<file path="config.mk">
export PLATFORM = sky130hd
export DESIGN_NAME = mem_wb_stage_reg_flat
export DESIGN_NICKNAME = d
export VERILOG_FILES = /design/src/rtl/riscv_pkg.sv /design/src/rtl/mem_wb_stage_reg_if.sv /design/src/rtl/load_align.sv /design/src/rtl/mem_wb_stage_reg.sv /design/src/flat_wrapper.sv
export SDC_FILE = /design/constraint.sdc
export NUM_CORES = 1
export LEC_CHECK = 0
export ABC_AREA = 1
export CAP_MARGIN = 20
export CORE_MARGIN = 1
export CORE_UTILIZATION = 51
export DETAILED_ROUTE_END_ITERATION = 6
export HOLD_SLACK_MARGIN = 0.15
export PLACE_DENSITY = 0.81
export SLEW_MARGIN = 20
export SYNTH_ARGS = -nofsm -noshare
export SYNTH_HDL_FRONTEND = slang
export SYNTH_SLANG_ARGS = --single-unit
</file>
<file path="constraint.sdc">
create_clock -name clk -period 2.3 [get_ports clk]
set_input_delay 0.69 -clock clk [delete_from_list [all_inputs] [get_ports clk]]
set_output_delay 0.69 -clock clk [all_outputs]
set_load 0.03 [all_outputs]
</file>
<file path="src/rtl/riscv_pkg.sv">
// Shared RV32 definitions for pipeline and load/store logic.
//   XLEN_DEFAULT  default datapath width
//   F3_*          funct3 encodings of the load instructions
package riscv_pkg;

    localparam int XLEN_DEFAULT = 32;

    localparam logic [2:0] F3_LB  = 3'b000;
    localparam logic [2:0] F3_LH  = 3'b001;
    localparam logic [2:0] F3_LW  = 3'b010;
    localparam logic [2:0] F3_LBU = 3'b100;
    localparam logic [2:0] F3_LHU = 3'b101;

endpackage

</file>
<file path="src/rtl/mem_wb_stage_reg_if.sv">
// MEM -> WB bus of the MEM/WB stage register.
//   mem_*  : instruction fields and raw memory word from the MEM stage
//   wb_*   : register file write port and retire count from the WB stage
// Modports: master = MEM-side producer, slave = the stage register.
interface mem_wb_stage_reg_if #(
    parameter int XLEN   = 32,
    parameter int REG_AW = 5,
    parameter int CNT_W  = 32
);
    logic              mem_valid;
    logic              mem_wb_load;
    logic              mem_wb_reg_file;
    logic [2:0]        mem_funct3;
    logic [1:0]        mem_addr_lo;
    logic [XLEN-1:0]   mem_read_data;
    logic [XLEN-1:0]   mem_calculated_result;
    logic [REG_AW-1:0] mem_wb_rd;

    logic              wb_valid;
    logic              wb_write_en;
    logic [REG_AW-1:0] wb_rd;
    logic [XLEN-1:0]   wb_write_data;
    logic [CNT_W-1:0]  wb_retired;

    modport master (
        output mem_valid, mem_wb_load, mem_wb_reg_file, mem_funct3, mem_addr_lo,
               mem_read_data, mem_calculated_result, mem_wb_rd,
        input  wb_valid, wb_write_en, wb_rd, wb_write_data, wb_retired
    );

    modport slave (
        input  mem_valid, mem_wb_load, mem_wb_reg_file, mem_funct3, mem_addr_lo,
               mem_read_data, mem_calculated_result, mem_wb_rd,
        output wb_valid, wb_write_en, wb_rd, wb_write_data, wb_retired
    );
endinterface

</file>
<file path="src/rtl/load_align.sv">
// Load data aligner: selects byte/half lane by address offset and extends.
//   funct3   in  load type (LB/LH/LW/LBU/LHU; anything else behaves as LW)
//   addr_lo  in  byte offset within the word
//   raw      in  raw memory word
//   aligned  out extended load value
// Misaligned halves/words use the word-aligned lanes (offset truncated).
module load_align import riscv_pkg::*; #(
    parameter int XLEN = XLEN_DEFAULT
) (
    input  logic [2:0]      funct3,
    input  logic [1:0]      addr_lo,
    input  logic [XLEN-1:0] raw,
    output logic [XLEN-1:0] aligned
);
    logic [7:0]  byte_sel;
    logic [15:0] half_sel;

    always_comb begin
        case (addr_lo)
            2'd0:    byte_sel = raw[7:0];
            2'd1:    byte_sel = raw[15:8];
            2'd2:    byte_sel = raw[23:16];
            default: byte_sel = raw[31:24];
        endcase
        half_sel = addr_lo[1] ? raw[31:16] : raw[15:0];

        case (funct3)
            F3_LB:   aligned = {{(XLEN-8){byte_sel[7]}}, byte_sel};
            F3_LBU:  aligned = {{(XLEN-8){1'b0}}, byte_sel};
            F3_LH:   aligned = {{(XLEN-16){half_sel[15]}}, half_sel};
            F3_LHU:  aligned = {{(XLEN-16){1'b0}}, half_sel};
            default: aligned = raw;
        endcase
    end
endmodule

</file>
<file path="src/rtl/mem_wb_stage_reg.sv">
// MEM/WB pipeline register with stall/flush, load alignment, writeback mux
// and a saturating retired-instruction counter.
//   clk          in  rising-edge clock
//   rst          in  asynchronous active-low reset
//   pipeline_en  in  1 = advance, 0 = hold all stage state
//   flush        in  load a bubble on the next advance
//   cnt_clr      in  synchronous clear of the retire counter (beats increment)
//   bus          slave side of mem_wb_stage_reg_if (mem_* in, wb_* out)
module mem_wb_stage_reg import riscv_pkg::*; #(
    parameter int XLEN        = XLEN_DEFAULT,
    parameter int REG_AW      = 5,
    parameter int MEM_LATENCY = 1,
    parameter int CNT_W       = 32
) (
    input  logic               clk,
    input  logic               rst,
    input  logic               pipeline_en,
    input  logic               flush,
    input  logic               cnt_clr,
    mem_wb_stage_reg_if.slave  bus
);
    logic              wb_valid_q;
    logic              wb_load_q;
    logic              wb_reg_file_q;
    logic [REG_AW-1:0] wb_rd_q;
    logic [2:0]        funct3_q;
    logic [1:0]        addr_lo_q;
    logic [XLEN-1:0]   result_q;
    logic [CNT_W-1:0]  retired_q;
    logic [XLEN-1:0]   raw_word;
    logic [XLEN-1:0]   aligned_data;

    always_ff @(posedge clk or negedge rst) begin
        if (!rst) begin
            wb_valid_q    <= 1'b0;
            wb_load_q     <= 1'b0;
            wb_reg_file_q <= 1'b0;
            wb_rd_q       <= '0;
            funct3_q      <= '0;
            addr_lo_q     <= '0;
            result_q      <= '0;
        end else if (pipeline_en) begin
            if (flush) begin
                wb_valid_q    <= 1'b0;
                wb_load_q     <= 1'b0;
                wb_reg_file_q <= 1'b0;
                wb_rd_q       <= '0;
                funct3_q      <= '0;
                addr_lo_q     <= '0;
                result_q      <= '0;
            end else begin
                wb_valid_q    <= bus.mem_valid;
                wb_load_q     <= bus.mem_wb_load;
                wb_reg_file_q <= bus.mem_wb_reg_file;
                wb_rd_q       <= bus.mem_wb_rd;
                funct3_q      <= bus.mem_funct3;
                addr_lo_q     <= bus.mem_addr_lo;
                result_q      <= bus.mem_calculated_result;
            end
        end
    end

    generate
        if (MEM_LATENCY == 0) begin : g_reg_data
            logic [XLEN-1:0] data_q;

            always_ff @(posedge clk or negedge rst) begin
                if (!rst)
                    data_q <= '0;
                else if (pipeline_en)
                    data_q <= flush ? '0 : bus.mem_read_data;
            end

            assign raw_word = data_q;
        end else begin : g_hold_data
            // Synchronous RAM output is only valid in the first WB cycle;
            // snapshot it on the first stalled edge so a held load keeps its data.
            logic            hold_q;
            logic [XLEN-1:0] hold_data;

            always_ff @(posedge clk or negedge rst) begin
                if (!rst) begin
                    hold_q    <= 1'b0;
                    hold_data <= '0;
                end else if (pipeline_en) begin
                    hold_q    <= 1'b0;
                end else if (!hold_q) begin
                    hold_q    <= 1'b1;
                    hold_data <= bus.mem_read_data;
                end
            end

            assign raw_word = hold_q ? hold_data : bus.mem_read_data;
        end
    endgenerate

    load_align #(.XLEN(XLEN)) u_load_align (
        .funct3  (funct3_q),
        .addr_lo (addr_lo_q),
        .raw     (raw_word),
        .aligned (aligned_data)
    );

    // Counting on the advancing edge makes a stalled instruction count once.
    always_ff @(posedge clk or negedge rst) begin
        if (!rst)
            retired_q <= '0;
        else if (cnt_clr)
            retired_q <= '0;
        else if (pipeline_en && wb_valid_q && (retired_q != '1))
            retired_q <= retired_q + 1'b1;
    end

    assign bus.wb_valid      = wb_valid_q;
    assign bus.wb_rd         = wb_rd_q;
    assign bus.wb_write_en   = wb_valid_q & wb_reg_file_q & (wb_rd_q != '0);
    assign bus.wb_write_data = wb_load_q ? aligned_data : result_q;
    assign bus.wb_retired    = retired_q;
endmodule

</file>
<file path="src/flat_wrapper.sv">
// flat-port wrapper written by rule: the top's interface ports become plain ports
module mem_wb_stage_reg_flat import riscv_pkg::*;
#(
    parameter int XLEN        = XLEN_DEFAULT,
    parameter int REG_AW      = 5,
    parameter int MEM_LATENCY = 1,
    parameter int CNT_W       = 32
)
  (clk, rst, pipeline_en, flush, cnt_clr, bus_mem_valid, bus_mem_wb_load, bus_mem_wb_reg_file, bus_mem_funct3, bus_mem_addr_lo, bus_mem_read_data, bus_mem_calculated_result, bus_mem_wb_rd, bus_wb_valid, bus_wb_write_en, bus_wb_rd, bus_wb_write_data, bus_wb_retired);
  mem_wb_stage_reg_if #(.XLEN(XLEN), .REG_AW(REG_AW), .CNT_W(CNT_W)) bus_i ();
  input  logic clk;
  input  logic rst;
  input  logic pipeline_en;
  input  logic flush;
  input  logic cnt_clr;
  input wire logic [$bits(bus_i.mem_valid)-1:0] bus_mem_valid;
  input wire logic [$bits(bus_i.mem_wb_load)-1:0] bus_mem_wb_load;
  input wire logic [$bits(bus_i.mem_wb_reg_file)-1:0] bus_mem_wb_reg_file;
  input wire logic [$bits(bus_i.mem_funct3)-1:0] bus_mem_funct3;
  input wire logic [$bits(bus_i.mem_addr_lo)-1:0] bus_mem_addr_lo;
  input wire logic [$bits(bus_i.mem_read_data)-1:0] bus_mem_read_data;
  input wire logic [$bits(bus_i.mem_calculated_result)-1:0] bus_mem_calculated_result;
  input wire logic [$bits(bus_i.mem_wb_rd)-1:0] bus_mem_wb_rd;
  output wire logic [$bits(bus_i.wb_valid)-1:0] bus_wb_valid;
  output wire logic [$bits(bus_i.wb_write_en)-1:0] bus_wb_write_en;
  output wire logic [$bits(bus_i.wb_rd)-1:0] bus_wb_rd;
  output wire logic [$bits(bus_i.wb_write_data)-1:0] bus_wb_write_data;
  output wire logic [$bits(bus_i.wb_retired)-1:0] bus_wb_retired;
  assign bus_i.mem_valid = bus_mem_valid;
  assign bus_i.mem_wb_load = bus_mem_wb_load;
  assign bus_i.mem_wb_reg_file = bus_mem_wb_reg_file;
  assign bus_i.mem_funct3 = bus_mem_funct3;
  assign bus_i.mem_addr_lo = bus_mem_addr_lo;
  assign bus_i.mem_read_data = bus_mem_read_data;
  assign bus_i.mem_calculated_result = bus_mem_calculated_result;
  assign bus_i.mem_wb_rd = bus_mem_wb_rd;
  assign bus_wb_valid = bus_i.wb_valid;
  assign bus_wb_write_en = bus_i.wb_write_en;
  assign bus_wb_rd = bus_i.wb_rd;
  assign bus_wb_write_data = bus_i.wb_write_data;
  assign bus_wb_retired = bus_i.wb_retired;
  mem_wb_stage_reg #(.XLEN(XLEN), .REG_AW(REG_AW), .MEM_LATENCY(MEM_LATENCY), .CNT_W(CNT_W)) u_core (.clk(clk), .rst(rst), .pipeline_en(pipeline_en), .flush(flush), .cnt_clr(cnt_clr), .bus(bus_i));
endmodule
</file>
==> results.txt <==
The flow ran to the end, but the final reports show violations. The checks that failed: setup timing. Entering global routing, the biggest net connects 57 pins. Measured against its own limit, the worst slew margin works out to 70.5%. The number of iterations in the first detailed-routing pass was 5. The worst-case IR drop observed on VDD is 395 µV. Per report_power, the sequential group accounts for 39.4% of the total.

Initial antenna violation count: 0. The tools report the kind of end point of the critical path as an output port. OpenSTA, run right after detailed placement, puts the worst setup slack at -0.637 ns. Sorting the synthesized cells by how often they occur yields nand2_1 (363), inv_1 (121), dfrtp_1 (110). The leading cell type by number of instances after synthesis was nand2_1. By area the synthesized netlist is led by dfrtp_1 (42%), nand2_1 (21%), inv_1 (6.9%), nor2_1 (5.1%), o21ai_0 (4.6%). Starting density of the core: 52.2%.

In this run the power spent charging and discharging nets is 1790 µW. Global placer's final weighted congestion: 0.944. Overall die width: 116 µm. The worst setup path is of the flip-flop to output port kind. On the critical path, the stage with the largest delay is an instance of dfrtp_2.

In this run, post-CTS hold repair placed 0 buffers. The detailed router finished its first iteration with 652 violations. The critical path goes through clkinvlp_4 > buf_4 > buf_6 > o21ai_4 > o21ai_1 > a21oi_1 > nand2_1 > o21ai_2 > buf_6. Max-cap violations in this run came to 0. The internal power of the cells totals 3640 µW.

The tools report the via count of the first global-routing pass as 6903. At the pin with the least slew margin, the transition time is 0.442 ns. Summed over all cells, the static leakage comes to 0.00480 µW. The clock tree synthesis step divided the H-tree into 3 levels. The share of synthesized area in the top cell type comes to 41.8%. Among all flip-flop cells after synthesis, the most frequent one is dfrtp_1. The total buffers and inverters traversed by the critical path is 4, and the total number of vias is 7247. Number of ports placed on the die boundary: 153.

The launch point of the critical path is u_core.g_hold_data.hold_q. After clock tree synthesis, the clock-pin slew on the worst setup and hold paths is 0.07 ns. Wires add up to 21.6 mm. The number of standard cells after synthesis came out at 992. In this run, synthesis inferred 0 flip-flops with an integrated enable. The detail-routed net length per standard cell was 15.9 µm; the sum of negative setup slack was -11.49 ns. The cell type with the highest occurrence count on the critical path was buf_6. The worst reg2reg path startpoint is u_core.bus.wb_retired[1]. Of the total power, the share spent switching nets is 33.0%.

The run gives 33.7 mm as the first-pass GRT wire length. The initialized floorplan defines 41 standard-cell rows. The run gives -0.420 ns as the final worst slack. TritonCTS built the clock tree. The proportion of register bits with asynchronous set or reset after synthesis was 100%. Count of yosys warnings during synthesis: 0. Average vias per placed instance: 5.33. The run gives 30.4% as the power share of the clock group. Setup violations remaining at the end of the flow were counted as 32.

The critical-path maximum fanout was 7. In the finished design, the share of the clock period the worst path needs comes to 118%. In this run the remaining antenna-violating nets after routing total 0. The worst hold path belongs to the class input pin to async pin. Compared with the post-synthesis result, the final layout area differs by 46.1%.

For the worst setup path, the data arrival time is 2.03 ns. The clock latency at the later pin of the worst-skew pair was 0.36 ns. On the worst path, the slowest cell contributes a delay of 0.46 ns. The family with the most delay on the worst path was buffers and inverters. The run gives 30.3% as the portion of total power attributed to combinational logic.

When the netlist entered floorplanning its net count stood at 1075. The synthesized area divided by synthesized cell count was 6.64 µm²; the total core area was 0.0126 mm². No sink is reached through more buffers than the 2 on the longest clock path. The floorplan step set the die height to 116 µm. The count of final hold-check violations came out at 0. The kind of launch point of the worst setup path is a flip-flop. Static timing analysis puts the maximum clock frequency at 368 MHz. The die covers 0.0134 mm².

For this run, design rule violations remaining after detail routing come to 0. The sequential fraction of the synthesis area came out at 41.8%. The biggest area contributor in the post-synthesis netlist is dfrtp_1. Setup repair after global routing could not meet its margin everywhere. Counting the buffers created by CTS gives 9.

The port buffer count is 152, and the synthesized area is 0.00659 mm². Summed over all layers, the global routing overflow is 0. Summed over all nets, the half-perimeter wirelength after detailed placement is 15.0 mm. The tools report the count of final max-slew check failures as 0.

Cells with a size suffix above 1 make up 19.4% of the layout. The flop and latch count out of synthesis works out to 110. Counting distinct cell types in the post-synthesis netlist gives 32. At the worst endpoint, the required time is 1.61 ns. The clock net sink count was 110.

The tree is rooted in a clkbuf_16. Net total in the final layout: 1265. The areal power density over the cells was 564 mW/mm².

The run gives 0.00590 ns as the worst clock skew on the final layout. For the finished layout, the period the worst path requires is 2.72 ns. In the global route stage, overall resource usage came out at 33.1%.
power groups by stage:
| stage | combinational (µW) | clock (µW) | sequential [µW] |
|---|---|---|---|
| 2_1_floorplan | 760 | 0 | 2170 |
| 3_3_place_gp | 1350 | 0 | 2160 |
| 3_5_place_dp | 1360 | 0 | 2160 |
| 4_1_cts | 1590 | 1670 | 2130 |
| 5_1_grt | 1760 | 1740 | 2150 |
| 6_report | 1640 | 1650 | 2140 |
flip-flops by register name, summed over array words and instances (netlist names):
signal / cells
u_core.addr_lo_q: 2
u_core.bus.wb_rd: 5
u_core.bus.wb_retired: 32
u_core.bus.wb_valid: 1
u_core.funct3_q: 3
u_core.g_hold_data.hold_data: 32
u_core.g_hold_data.hold_q: 1
u_core.result_q: 32
u_core.wb_load_q: 1
u_core.wb_reg_file_q: 1
metrics by stage:
| step | cells | hold slack (ns) | power (µW) | util, % | area, µm² |
|---|---|---|---|---|---|
| floorplan | 992 | 0.394 | 2930 | - | 6720 |
| global placement | 1321 | 0.459 | 3510 | 68.4 | 8630 |
| detailed placement | 1321 | 0.468 | 3530 | 68.4 | 8630 |
| CTS | 1357 | 0.276 | 5390 | 75.6 | 9550 |
| global route | 1359 | 0.289 | 5650 | 76.3 | 9620 |
| finish | 1360 | 0.266 | 5430 | 76.3 | 9630 |
area by class of cell:
| class | count | area, µm² |
|---|---|---|
| diodes | 1 | 2.50 |
| flip-flops and latches | 110 | 2750 |
| well taps | 172 | 215 |
| multi-input cells | 706 | 3660 |
| inverters | 130 | 493 |
| repair buffers | 224 | 2190 |
| repair inverters | 1 | 7.51 |
| clock buffers | 10 | 239 |
| fillers | 992 | 2990 |
| clock inverters | 6 | 67.6 |
kinds of logic after synthesis:
family	after synthesis	share of synthesized area [%]
simple gates	540	33.7
buf+inv	176	10.4
compound gates	154	12.5
flops	110	41.8
xor+xnor	11	1.46
fa+ha+maj	1	0.190
layer usage:
layer,wire (µm),track usage (%)
met5,0,0
met4,978,14.9
met3,1580,8.47
met2,10200,54.0
met1,8800,41.5
placed cells by master, fill, tap and decap left out, drive strengths merged, types with 5 or more instances in the layout:
cell type / n
a21oi: 33
buf: 106
xor2: 10
o211ai: 6
clkdlybuf4s50: 98
nand2: 369
dfrtp: 110
and2: 9
inv: 130
nand4: 19
nor2: 93
or2: 5
dlygate4sd2: 18
nand3: 43
o21ai: 90
clkbuf: 10
o22ai: 20
repair_timing:
item	4_1_cts	5_1_grt
pin swaps	58	10
buffers inserted	18	2
gates resized for setup	151	19
setup endpoints to repair	33	35
cloned	2	0
path summary, 6_finish.rpt:
kind,to,slack [ns],cells after the start
max,bus_wb_write_data[4],-0.42,9
min,u_core.result_q[28],0.27,1
max reg2reg,u_core.bus.wb_retired[20],0.40,12
min reg2reg,u_core.g_hold_data.hold_data[29],0.48,2
max in group asynchronous,u_core.result_q[10],1.45,2
min in group clk,u_core.g_hold_data.hold_data[29],0.48,2
Note: power is estimated with default switching activity, not from simulation.
